===== src/rtl/deserializador.sv =====
// deserializador: serial-to-byte converter that aligns on SYNC_BYTE; define SYNC_STRIP_EN to drop in-stream sync bytes
module deserializador #(
   parameter logic [7:0] SYNC_BYTE  = 8'hBC,
   parameter int         IDLE_LIMIT = 16
) (
   input  logic       clk,
   input  logic       rst,
   input  logic       in,
   input  logic       DK,
   output logic [7:0] data_out,
   output logic       valid_out,
   output logic       locked
);
   localparam logic [0:0] SEARCH = 1'b0;
   localparam logic [0:0] LOCKED = 1'b1;
   localparam int IW = $clog2(IDLE_LIMIT + 1);
   logic [0:0]    state;
   logic [7:0]    shreg;
   logic [7:0]    shreg_nx;
   logic [3:0]    fill;
   logic [3:0]    fill_nx;
   logic [2:0]    bit_cnt;
   logic [IW-1:0] idle;
   logic          match;
   logic          byte_done;
   logic          idle_out;
   logic          deliver;
   // Next-sample views and the events they trigger this edge
   always_comb begin
      shreg_nx  = {shreg[6:0], in};
      fill_nx   = (fill == 4'd8) ? 4'd8 : fill + 4'd1;
      match     = DK && state == SEARCH && shreg_nx == SYNC_BYTE && fill_nx == 4'd8;
      byte_done = DK && state == LOCKED && bit_cnt == 3'd7;
      idle_out  = !DK && state == LOCKED && idle == IW'(IDLE_LIMIT - 1);
`ifdef SYNC_STRIP_EN
      deliver   = byte_done && shreg_nx != SYNC_BYTE;
`else
      deliver   = byte_done;
`endif
   end
   // Shift register and search fill counter; an idle timeout discards the partial byte
   always_ff @(posedge clk or negedge rst) begin
      if (!rst) begin
         shreg <= '0;
         fill  <= '0;
      end else if (idle_out) begin
         shreg <= '0;
         fill  <= '0;
      end else if (DK) begin
         shreg <= shreg_nx;
         if (state == SEARCH) fill <= fill_nx;
      end
   end
   // Alignment FSM with byte-position and idle counters
   always_ff @(posedge clk or negedge rst) begin
      if (!rst) begin
         state   <= SEARCH;
         bit_cnt <= '0;
         idle    <= '0;
      end else if (match) begin
         state   <= LOCKED;
         bit_cnt <= '0;
         idle    <= '0;
      end else if (idle_out) begin
         state   <= SEARCH;
         bit_cnt <= '0;
         idle    <= '0;
      end else if (state == LOCKED) begin
         bit_cnt <= DK ? bit_cnt + 3'd1 : bit_cnt;
         idle    <= DK ? '0 : idle + IW'(1);
      end
   end
   // Byte output register; data holds between strobes
   always_ff @(posedge clk or negedge rst) begin
      if (!rst) begin
         data_out  <= '0;
         valid_out <= 1'b0;
      end else begin
         valid_out <= deliver;
         if (deliver) data_out <= shreg_nx;
      end
   end
   assign locked = (state == LOCKED);
endmodule


===== config.mk =====
export PLATFORM = sky130hd
export DESIGN_NAME = deserializador
export DESIGN_NICKNAME = d
export VERILOG_FILES = /design/src/rtl/deserializador.sv
export SDC_FILE = /design/constraint.sdc
export NUM_CORES = 1
export LEC_CHECK = 0
export CAP_MARGIN = 20
export CORE_UTILIZATION = 45
export CTS_CLUSTER_SIZE = 28
export DETAILED_ROUTE_END_ITERATION = 10
export GPL_ROUTABILITY_DRIVEN = 0
export PLACE_DENSITY = 0.65
export REMOVE_ABC_BUFFERS = 1
export SYNTH_ARGS = -nofsm -noshare
export SYNTH_HDL_FRONTEND = slang
export SYNTH_SLANG_ARGS = --single-unit

===== constraint.sdc =====
create_clock -name clk -period 1.87 [get_ports clk]
set_input_delay 0.187 -clock clk [delete_from_list [all_inputs] [get_ports clk]]
set_output_delay 0.187 -clock clk [all_outputs]
set_load 0.005 [all_outputs]

# Yosys cells after proc, flatten, opt, wreduce, memory -nomap -nowiden
# Cells that the tools add are included.
# W data, S select, Z words.
# classes
reduce_logical	14
div_mod_pow	0
add_sub_neg	3
mux	16
bitwise	1
magnitude_cmp	0
shifts	0
n_eq_ne	6
multipliers	0
# op_table
op	n
$mux W5	4
$mux W4	4
$mux W7	2
$mux W3	4
$eq A4 B4 Y1 const B	2
$eq A8 B8 Y1 const B	1
$logic_and A1 B1 Y1	7
$reduce_bool A3 Y1	2
$add A5 B1 Y5 const B	1
$eq A5 B4 Y1 const B	1
$add A4 B1 Y4 const B	1
$reduce_and A2 Y1	2
$reduce_bool A2 Y1	2
$add A3 B1 Y3 const B	1
$eq A3 B3 Y1 const B	1
$mux W1	2
$ne A2 B1 Y1 const B	1
$logic_not A1 Y1	1
$not A1 Y1	1
# word_totals
romBits	0
inputBits	4
ramBits	0
n_memories	0
elab_cells	47
latch_bits	0
register_bits	29
out_inout_bits	10

# Longest topological paths before layout
# logic_depth
word_depth	6
ltp_mapped	7
depth_no_buf	7

# Worst setup path after synthesis
# No wires, ideal clock.
# synth_timing
kind	reg2reg
startpoint	register idle[0]
endpoint	register idle[3]
required_time_ns	1.794
path_stages_with_launch	8
path_buffers	0
setup_time_ns	0.076
synth_period_minus_slack_ns	1.746
t_arrival_ns	1.670
slack_ns	0.124
path_cell_list	dfrtp_1 > ha_1 > and3_1 > ha_1 > or3b_1 > nor3_1 > a31oi_1 > o21ai_1
# synth_via
elab_chain_len	5
elab_cells_between_ends	8
classes_between	1 x add/sub; 1 x eq/ne; 4 x mux; 2 x reduce/logical
# synth_rtl
item	line	source
from (decl)	23	logic [IW-1:0] idle;
from (signal assigned)	70	idle <= DK ? '0 : idle + IW'(1);
$add A5 B1 Y5	70	
$mux W5	70	
$mux W5	68	end else if (state == LOCKED) begin
$mux W5	64	end else if (idle_out) begin
$mux W5	60	end else if (match) begin
# Parallel ways exist; a longest one is shown, timed or not. The select of a mux whose other input is x is not followed.
# A chain may end at the register's enable or synchronous reset.

# Worst setup path after layout
# layout_timing
startpoint	register fill[0]
endpoint	register idle[0]
# layout_via
elab_chain_len	5
elab_cells_between_ends	7
classes_between	1 x add/sub; 2 x eq/ne; 2 x mux; 2 x reduce/logical
# layout_rtl
item	line	source
from (decl)	20	logic [3:0] fill;
from (signal assigned)	51	if (state == SEARCH) fill <= fill_nx;
$add A4 B1 Y4 or $eq A4 B4 Y1 (tied branches)	31	fill_nx = (fill == 4'd8) ? 4'd8 : fill + 4'd1;
$mux W4 (*)	31	
$eq A4 B4 Y1 (*)	32	match = DK && state == SEARCH && shreg_nx == SYNC_BYTE && fill_nx == 4'd8;
$logic_and A1 B1 Y1 (*)	32	
$reduce_bool A3 Y1 (no source line) or $mux W5 (tied branches)	n/a	
# Every way passes the cells marked *; elsewhere a longest branch is shown, timed or not.

==> results.toml <==
[worst_setup_path]
reg2reg_slack_ns = 0.1
crit_type = "reg2reg"
worstSetupStartpointType = "flop"
crit_arrival_ns = 1.97
r2r-start = "fill[0]"
crit_path_end_kind = "flop"
crit_start = "fill[0]"
required_ns = 2.07
critPathMaxFanout = 4

[pwr]
p_sw_mw = 0.456
pwr-share-comb_pct = 20.4
ir_drop_uv = 462
p_int_mw = 1.12
power_leakage_nw = 0.764
p_sw_share_pct = 28.9
power_mw = 1.58
pwr-share-clk_pct = 31.2
p_per_area_nw_per_um2 = 945
power_frac_seq_pct = 48.4

[cts]
tritoncts = "built"
htreeDepth = 2
clock-sinks = 29
numCtsBuffers = 5
post-cts-setup-buffer-count = 0
root_buffer = "clkbuf_4"
clkLatencyLatePin_ns = 0.33
max-clock-path-buffers = 2
clk_pin_slew_ns = 0.10

[layout]
layout_common_cells = "28 x dfrtp_1, 13 x clkdlybuf4s50_1, 8 x nand2b_1, 8 x mux2_2"
drive_above_1_share_pct = 21.8
final_common_cell = "dfrtp_1"
diodes = 0
nNetsFinal = 152
areaGrowthSynthToFinish_pct = 20.4

[logic_synthesis]
synth-compound-area-share_pct = 15.6
yosys.area_share.simple_pct = 15.4
syn_avg_cell_area_um2 = 11.6
ys_ff_latch = 29
synthXorXnorAreaFrac_pct = 0.631
yosys.area_share.adder_pct = 5.41
syn_inst = 120
yosys-top-cells-area = "dfrtp_1 52%, mux2_2 6.5%, ha_1 5.4%"
syn-cell-area_um2 = 1390
synth_top_area_share_pct = 52.3
synth_top_family_by_area = "compound AO/OA/AOI/OAI gates"
synth_warnings = 0
yosysUniqueCellTypes = 37
synth_top_area_cell = "dfrtp_1"
yosysSeqAreaShare_pct = 52.3
synthMuxAreaShare_pct = 7.21

[global_routing]
overflow = 0
antenna_found_initial = 0
grt_pass1_wl_mm = 4.51
grt_max_degree = 30
grt_pass1_vias = 984
grt_use_total_pct = 18.4

[floorplan]
io_pins = 14
start_util_pct = 49.0
die_width_um = 57.5
die_h_um = 57.5
die-area_um2 = 3310
core_area_um2 = 2830
rows = 19

[sta]
skew_ns = 0.0130
tns_ns = 0
min_period_over_period_pct = 94.8
max_freq_mhz = 564
slew_violations = 0
rsz0062_at_grt = "false"
tightest_slew_ns = 0.364
setup_viol_count_final = 0
slew_headroom_pct = 75.7
fin_crit_ns = 1.77
hold_viol_final = 0

[detailed_routing]
ant_nets = 0
drc = 0
via_per_inst = 5.90
drt_iter0_markers = 25
wl_per_cell_um = 15.5
routed_wl_mm = 2.68
dr.pass1.iters = 4
num_vias = 1021

[status]
status = "finished clean"

[flow_run]
drv_cap = 0

[min_path]
hp-class = "in2async"

[place]
dp_hpwl_mm = 1.74
portBuffers = 13
-- final cells by class --
class / instances / area, µm²
inverters: 6 / 22.5
clock inverters: 2 / 35.0
clock buffers: 5 / 37.5
well taps: 31 / 38.8
flip-flops and latches: 29 / 727
fillers: 243 / 1160
multi-input cells: 81 / 634
repair buffers: 19 / 175
-- per-stage QoR --
step / hold WS (ns) / cells / setup slack (ns) / util [%] / cell area (µm²)
final: 0.230 / 173 / 0.0964 / 59.0 / 1670
after floorplan: -0.109 / 115 / 0.124 / - / 1360
after global routing: 0.249 / 173 / 0.00306 / 59.0 / 1670
after CTS: 0.244 / 172 / 0.0330 / 58.3 / 1650
after detailed placement: 0.496 / 165 / 0.0374 / 55.7 / 1580
after global placement: 0.487 / 165 / 0.0837 / 55.7 / 1580
-- cell families after synthesis --
family | count (synthesis)
compound gates | 30
fa+ha+maj | 6
xor+xnor | 1
simple gates | 34
flops | 29
mux | 9
buf+inv | 11
-- flip-flops by register name, summed over array words and instances (netlist names) --
signal / flops
data_out: 8
bit_cnt: 3
locked: 1
shreg: 7
valid_out: 1
idle: 5
fill: 4
-- worst max-delay path: stages, from the launching register on --
cell and delay [ns]:
dfrtp_1 0.35, inv_1 0.05, ha_1 0.31, nor4bb_2 0.32, nand4_1 0.23, a21oi_2 0.26, o22ai_1 0.11
-- routing by layer --
layer	track usage, %	share of wire, %
met1	25.1	49
met4	6.27	1.5
met5	0	0
met3	7.03	4.1
met2	27.1	45
-- timing repair --
action / in CTS / in global routing
hold buffers: 0 / 0
setup endpoints to repair: 0 / 8
resized for setup: 0 / 4
-- final timing paths --
kind	to	cells after the start
worst min register to register	data_out[4]	1
worst max register to register	idle[0]	6
worst min-delay path	valid_out	2
min in group clk	data_out[4]	1
worst max-delay path	idle[0]	6
max in group asynchronous	locked	2
-- power by group through the flow --
stage / combinational, mW / clock (mW) / sequential, mW
finish: 0.323 / 0.492 / 0.763
global route: 0.361 / 0.534 / 0.776
global placement: 0.296 / 0 / 0.771
floorplan: 0.194 / 0 / 0.766
detailed placement: 0.306 / 0 / 0.774
CTS: 0.306 / 0.504 / 0.762
-- cells in the mapped netlist (all sizes together) --
master / number
a21oi: 5
a221oi: 1
a22o: 7
a31oi: 2
a32oi: 2
and2: 1
and3: 1
and3b: 1
and4bb: 1
buf: 3
clkbuf: 2
dfrtp: 29
ha: 6
inv: 6
mux2: 8
mux2i: 1
nand2: 4
nand2b: 8
nand3: 3
nand4: 3
nand4b: 1
nor2: 4
nor3: 3
nor4bb: 2
o21a: 1
o21ai: 9
o22ai: 1
o32ai: 1
o41ai: 1
or2b: 1
or3b: 1
xor2: 1
No activity file was read; power rests on OpenSTA's default activity.
